## config.mk

```make
export PLATFORM = sky130hd
export DESIGN_NAME = id_ex_pipe_reg
export DESIGN_NICKNAME = d
export VERILOG_FILES = /design/src/rtl/id_ex_pipe_reg_pkg.sv /design/src/rtl/id_ex_pipe_reg_sat_counter.sv /design/src/rtl/id_ex_pipe_reg.sv
export SDC_FILE = /design/constraint.sdc
export NUM_CORES = 1
export LEC_CHECK = 0
export ABC_AREA = 1
export CORE_ASPECT_RATIO = 1.75
export CORE_MARGIN = 1.5
export CORE_UTILIZATION = 43
export DETAILED_ROUTE_END_ITERATION = 8
export HOLD_SLACK_MARGIN = 0.15
export MAX_ROUTING_LAYER = met4
export PLACE_DENSITY = 0.78
export RECOVER_POWER = 100
export SLEW_MARGIN = 20
export SYNTH_ARGS = -nofsm -noshare
export SYNTH_HDL_FRONTEND = slang
export SYNTH_SLANG_ARGS = --single-unit
export TNS_END_PERCENT = 10
```

## constraint.sdc

```tcl
create_clock -name clk -period 1.9 [get_ports clk]
set_clock_uncertainty 0.05 [all_clocks]
set_input_delay 0.285 -clock clk [delete_from_list [all_inputs] [get_ports clk]]
set_output_delay 0.285 -clock clk [all_outputs]
set_load 0.005 [all_outputs]
```

## src/rtl/id_ex_pipe_reg_pkg.sv

```systemverilog
// id_ex_pipe_reg_pkg: shared core definitions (NOP constants, stage states, default widths)
package id_ex_pipe_reg_pkg;
    localparam int DATA_W_DEF   = 32;
    localparam int ADDR_W_DEF   = 5;
    localparam int ALUSEL_W_DEF = 3;
    localparam int ALUOP_W_DEF  = 8;
    localparam int CNT_W_DEF    = 16;
    localparam logic [31:0] ZeroWord       = 32'h0;
    localparam logic [4:0]  NOPRegAddr     = 5'h0;
    localparam logic        WriteDisable   = 1'b0;
    localparam logic [7:0]  EXE_OP_NOP     = 8'h0;
    localparam logic [2:0]  EXE_RESULT_NOP = 3'h0;
    typedef enum logic [1:0] {EMPTY, FULL, SKID} state_e;
endpackage

```

## src/rtl/id_ex_pipe_reg_sat_counter.sv

```systemverilog
// pipe_sat_counter: saturating up-counter with asynchronous active-low reset
module pipe_sat_counter #(
    parameter int CNT_W = 16
) (
    input  logic             clk,
    input  logic             rst,
    input  logic             inc,
    output logic [CNT_W-1:0] cnt
);
    always_ff @(posedge clk or negedge rst)
        if (!rst) cnt <= '0;
        else if (inc && cnt != '1) cnt <= cnt + 1'b1;
endmodule

```

## src/rtl/id_ex_pipe_reg.sv

```systemverilog
// id_ex_pipe_reg: ID->EX pipeline register with valid/ready, flush and stall counter.
// Define SKID_EN_EN for a 2-entry skid buffer with a registered in_ready.
module id_ex_pipe_reg
    import id_ex_pipe_reg_pkg::*;
#(
    parameter int DATA_W   = DATA_W_DEF,
    parameter int ADDR_W   = ADDR_W_DEF,
    parameter int ALUSEL_W = ALUSEL_W_DEF,
    parameter int ALUOP_W  = ALUOP_W_DEF,
    parameter int CNT_W    = CNT_W_DEF
) (
    input  logic                clk,
    input  logic                rst,
    input  logic                flush,
    input  logic                in_valid,
    output logic                in_ready,
    input  logic [DATA_W-1:0]   in_reg1,
    input  logic [DATA_W-1:0]   in_reg2,
    input  logic [ADDR_W-1:0]   in_waddr,
    input  logic                in_we,
    input  logic [ALUSEL_W-1:0] in_alusel,
    input  logic [ALUOP_W-1:0]  in_aluop,
    output logic                out_valid,
    input  logic                out_ready,
    output logic [DATA_W-1:0]   out_reg1,
    output logic [DATA_W-1:0]   out_reg2,
    output logic [ADDR_W-1:0]   out_waddr,
    output logic                out_we,
    output logic [ALUSEL_W-1:0] out_alusel,
    output logic [ALUOP_W-1:0]  out_aluop,
    output logic [CNT_W-1:0]    stall_cnt
);
    localparam int PW = 2 * DATA_W + ADDR_W + 1 + ALUSEL_W + ALUOP_W;
    localparam logic [PW-1:0] NOP = {DATA_W'(ZeroWord), DATA_W'(ZeroWord), ADDR_W'(NOPRegAddr),
                                     WriteDisable, ALUSEL_W'(EXE_RESULT_NOP), ALUOP_W'(EXE_OP_NOP)};

    state_e        state_q, state_d;
    logic [PW-1:0] in_bus, main_q, main_d;
    logic          rdy_q, rdy_d, tin, tout;

    assign in_bus = {in_reg1, in_reg2, in_waddr, in_we, in_alusel, in_aluop};
    assign tin    = in_valid & in_ready;
    assign tout   = out_valid & out_ready;

    always_ff @(posedge clk or negedge rst)
        if (!rst) begin
            state_q <= EMPTY;
            main_q  <= NOP;
            rdy_q   <= 1'b0;
        end else begin
            state_q <= state_d;
            main_q  <= main_d;
            rdy_q   <= rdy_d;
        end

    always_comb begin
        state_d = state_q;
        case (state_q)
            EMPTY:   state_d = tin ? FULL : EMPTY;
`ifdef SKID_EN_EN
            FULL:    state_d = (tout && !tin) ? EMPTY : (!tout && tin) ? SKID : FULL;
            SKID:    state_d = tout ? FULL : SKID;
`else
            FULL:    state_d = (tout && !tin) ? EMPTY : FULL;
`endif
            default: state_d = EMPTY;
        endcase
        if (flush) state_d = EMPTY;
    end

`ifdef SKID_EN_EN
    logic [PW-1:0] skid_q, skid_d;
    always_ff @(posedge clk or negedge rst)
        if (!rst) skid_q <= NOP;
        else skid_q <= skid_d;
    // in_ready is registered: it already reflects whether next cycle has room
    assign rdy_d    = state_d != SKID;
    assign in_ready = rdy_q;
`else
    assign rdy_d    = 1'b1;
    assign in_ready = rdy_q & (!out_valid | out_ready);
`endif

    always_comb begin
        main_d = main_q;
`ifdef SKID_EN_EN
        skid_d = skid_q;
`endif
        if (flush) begin
            main_d = NOP;
`ifdef SKID_EN_EN
            skid_d = NOP;
`endif
        end else begin
            if (tin && (state_q == EMPTY || tout)) main_d = in_bus;
`ifdef SKID_EN_EN
            else if (tout) main_d = (state_q == SKID) ? skid_q : NOP;
            if (tin && !tout && state_q == FULL) skid_d = in_bus;
            if (tout && state_q == SKID) skid_d = NOP;
`else
            else if (tout) main_d = NOP;
`endif
        end
    end

    always_comb begin
        out_valid = state_q != EMPTY;
        {out_reg1, out_reg2, out_waddr, out_we, out_alusel, out_aluop} = main_q;
    end

    pipe_sat_counter #(.CNT_W(CNT_W)) u_stall_cnt (
        .clk(clk),
        .rst(rst),
        .inc(out_valid & ~out_ready),
        .cnt(stall_cnt)
    );
endmodule

```

* After elaboration in Yosys (flattened, before gate mapping)
Cells that the tools add are included.
Cells by class: bitwise logic cells 6, mux-type cells 7, reduce and logical (&&, ||, !) cells 9, $add $sub $neg 1, equality and inequality tests 2
Operator list (count):
- $mux W81 | 3
- $add A16 B1 Y16 const B | 1
- $ne A16 B16 Y1 const B | 1
- $and A1 B1 Y1 | 4
- $logic_and A1 B1 Y1 | 3
- $reduce_bool A3 Y1 | 1
- $eq A2 B1 Y1 const B | 1
- $logic_not A1 Y1 | 2
- $logic_not A2 Y1 | 1
- $mux W1 | 2
- $mux W2 | 1
- $pmux W1 S2 | 1
- $reduce_bool A2 Y1 | 1
- $logic_or A1 B1 Y1 | 1
- $not A1 Y1 | 1
- $or A1 B1 Y1 | 1
Storage, ports and cells: flip-flop bits (word level) 100, input bits 86, word-level logic and storage cells 29

* Longest topological paths before layout
depth in word-level cells 10, depth in mapped cells 10, mapped depth without buffers 10

* Modules after synthesis
Synthesis repeated with hierarchy kept, for this count alone.
Unflattened totals: cell total of the unflattened synthesis 528, area, all modules 4655.7 um^2
By module, submodules not included:
- id_ex_pipe_reg | times used 1, cells each 379, area an instance 3597.2 um^2
- pipe_sat_counter | times used 1, cells each 149, area an instance 1058.5 um^2

* Worst setup path after synthesis
No wires, ideal clock.
kind reg-to-reg, start point register u_stall_cnt.cnt[0], end point register u_stall_cnt.cnt[13], setup time 0.117 ns, data arrival time 1.309 ns, required time 1.733 ns, path slack 0.424 ns, clock period less this slack 1.476 ns, stages on the path, launching flop included 10, path through dfrtp_1 -> ha_1 -> nand2_2 -> nor2_4 -> nand2_2 -> nor2_4 -> nor2_4 -> buf_6 -> nand2_1 -> nand2_1
On the way: longest elaborated chain between the ends 2, elaborated cells between the ends (all ways) 3, those cells by class add/sub (1); eq/ne (1); reduce/logical (1)
Ends and longest elaborated chain:
- start: declaration | line id_ex_pipe_reg_sat_counter.sv:8 | output logic [CNT_W-1:0] cnt
- start signal: assignment | line id_ex_pipe_reg_sat_counter.sv:12 | else if (inc && cnt != '1) cnt <= cnt + 1'b1;
- branches (longest 2 deep; another with $add A16 B1 Y16)
Several ways; the timed one is not identified. A chain may end at the register's enable or synchronous reset.

* Final worst setup path
start point register state_q[0], end point output port in_ready
On the way: longest elaborated chain between the ends 4
Ends and longest elaborated chain:
- start: declaration | line id_ex_pipe_reg.sv:37 | state_e state_q, state_d;
- start signal: assignment | line id_ex_pipe_reg.sv:51 | state_q <= state_d;
- $reduce_bool A2 Y1 | line id_ex_pipe_reg.sv:107 | out_valid = state_q != EMPTY;
- $logic_not A1 Y1 | line id_ex_pipe_reg.sv:81 | assign in_ready = rdy_q & (!out_valid | out_ready);
- $or A1 B1 Y1 | line id_ex_pipe_reg.sv:81
- $and A1 B1 Y1 | line id_ex_pipe_reg.sv:81
- end: declaration | line id_ex_pipe_reg.sv:16 | output logic in_ready,
Every way passes these cells.

==> results.yml <==
die:
  die-area_mm2: 0.0109
  io_pins: 185
  fp.dieH_um: 137
  start_util: 0.444
  die_w_um: 79.5
  placeableCoreArea_mm2: 0.00991
  std_cell_rows: 48
finish:
  fin_nets: 781
  insertedDiodeCount: 0
  syn_to_final_growth_pct: 52.3
  final_common_cell: "nand3_1"
  fin_cells: 824
  final_util: 0.677
  final_cell_mix: "nand3_1 (170), nand2_1 (148), dlygate4sd3_1 (99), dfrtp_1 (99), clkdlybuf4s50_1 (84)"
  drive_gt1_frac: 0.0644
  final_area_mm2: 0.00671
placement:
  pre_cts_slack_ns: -0.0365
  dp_cells: 807
  dpl-instance-area_mm2: 0.00648
  dp_hpwl_mm: 9.76
  routabilityCongestion: 0.875
  io_buffers: 184
worst_hold_path:
  hold_path.startpoint: "in_reg1[9]"
  hp-class: "in2reg"
synthesis:
  seq_area_frac_synth: 0.563
  synth.avg_cell_area_um2: 8.55
  postSynthNetCount: 602
  syn_area_mm2: 0.00440
  synth-seq-cells: 99
  syn_inst: 515
  ys_warn_count: 0
  synth.distinct_cells: 22
clocking:
  cts_setup_buffers: 0
  cts.reportedPaths.clkPinSlew_ns: 0.07
  ctsLongestPathBuffers: 2
  htree_num_levels: 3
  clock-sinks: 99
  clock_latency_ns: 0.34
  cts-root-buf: "clkbuf_16"
  cts_buffers: 9
  tritoncts: "yes"
setup_path:
  crit_arrival_ns: 1.49
  critPathBufInv: 2
  crit_path_start: "state_q[0]$_DFF_PN0_"
  path_max_fanout: 3
  crit_required_ns: 1.56
  endpoint_kind: "output port"
  max_stage_delay_ns: 0.52
  cp_top_family: "buffers and inverters"
  regToRegStartpoint: "u_stall_cnt.cnt[0]$_DFFE_PN0P_"
  cp_slowest_cell: "clkdlybuf4s50_1"
  critPathKind: "reg2out"
  path_cells: "inv_2 -> nor2_2 -> nor2_4 -> clkdlybuf4s50_1"
  cp-start-kind: "register"
run_status:
  status: "completed"
route:
  wl_per_cell_um: 16.4
  drtIter0Drc: 216
  drc_errors: 0
  vias: 4385
  wl_mm: 13.5
  vias_per_cell: 5.32
  antenna_left: 0
  first_pass_iters: 4
timing:
  rsz0062_at_grt: "no"
  maxSlewViolCount: 0
  finalHoldViolCount: 0
  fmax_ghz: 0.549
  finalCritPeriodShare: 0.958
  max-slew-margin-rel: 0.348
  worst_slack_ns: 0.0794
  tns_ns: 0
  finalSetupViolCount: 0
  tightest_slew_ns: 0.977
  min_period_ns: 1.82
grt:
  track_usage: 0.264
  grt_max_degree: 51
  grt_pass1_wl_mm: 21.3
  first_global_vias: 4349
  grt_overflow: 0
  antenna_found_initial: 0
power_and_ir_drop:
  leakage_nw: 3.51
  power.density_mw_per_mm2: 733
  vdd_drop_max_v: 0.000550
run:
  drv_cap: 0
-- timing repair --
action | CTS | global route
setup endpoints to repair | 0 | 1
gates resized for setup | 0 | 2
endpoints found under the hold margin | 35 | 0
hold buffers | 1 | 0
-- path summary, 6_finish.rpt --
path                                                   to  slack (ns)  cells past startpoint
max                                              in_ready        0.08                      4
min                                main_q[58]$_DFFE_PN0P_        0.44                      3
max reg2reg                u_stall_cnt.cnt[2]$_DFFE_PN0P_        0.12                      9
min reg2reg                        main_q[55]$_DFFE_PN0P_        0.45                      2
max in group asynchronous           main_q[7]$_DFFE_PN0P_        0.32                      3
min in group asynchronous          main_q[35]$_DFFE_PN0P_        0.57                      2
-- stage by stage --
step | hold slack, ns | power [mW]
after global placement | 0.235 | 3.34
after detailed placement | 0.237 | 3.38
after floorplan | -0.0606 | 2.72
after global routing | 0.440 | 5.15
final | 0.443 | 4.92
after CTS | 0.414 | 5.04
-- cell families (layout without fill, tap and decap cells) --
family | after synthesis | count (layout) | share of synthesized area
fa+ha+maj | 1 | 1 | 0.00284
xor+xnor | 4 | 4 | 0.00796
simple gates | 349 | 349 | 0.360
buf+inv | 53 | 237 | 0.0537
flops | 99 | 99 | 0.563
compound gates | 8 | 8 | 0.0117
other cells | 1 | 1 | 0.000852
-- flip-flops by register name, summed over array words and instances, names as in the netlist --
name and flops:
main_q 81, u_stall_cnt.cnt 16, rdy_q 1, state_q 1
-- cell type report --
| cell class | count | area, um^2 |
|---|---|---|
| clock inverter | 5 | 30.0 |
| fill | 817 | 3200 |
| tap | 125 | 156 |
| multi-input combinational | 363 | 1680 |
| sequential | 99 | 2480 |
| timing repair buffer | 201 | 2050 |
| clock buffer | 11 | 233 |
| inverter | 20 | 75.1 |
-- cell usage after synthesis, drive strengths merged --
library cell    n  share of area
nand2         149           0.13
nand4           3         0.0043
conb            1        0.00085
xor2            3         0.0060
inv            20          0.017
buf            33          0.037
a21oi           1         0.0011
o21ai           7          0.011
dfrtp          99           0.56
ha              1         0.0028
xnor2           1         0.0020
nor3            1         0.0011
nor2           24          0.030
nand3         170           0.19
nand3b          2         0.0034
-- worst reg2reg max path, stage by stage (launching register included) --
cell      delay [ns]
dfrtp_1         0.43
ha_1            0.25
nand2_1         0.12
nor2_4          0.05
nand2_1         0.13
nor2_2          0.09
nor2_4          0.23
clkbuf_1        0.20
nand2_1         0.06
o21ai_0         0.08
-- layer usage --
| metal | GRT usage | vias to the layer above | wire length, um |
|---|---|---|---|
| met2 | 0.430 | 186 | 7190 |
| met1 | 0.306 | 2107 | 4970 |
| met4 | 0.136 | 0 | 556 |
| met5 | - | - | 0 |
| met3 | 0.0533 | 39 | 829 |
| li1 | - | 2053 | - |
-- power breakdown --
part | switching [mW] | total, mW | internal, mW
clock network | 0.777 | 1.66 | 0.882
registers | 0.128 | 2.37 | 2.24
logic | 0.415 | 0.888 | 0.474
Note: power is estimated with default switching activity, not from simulation.
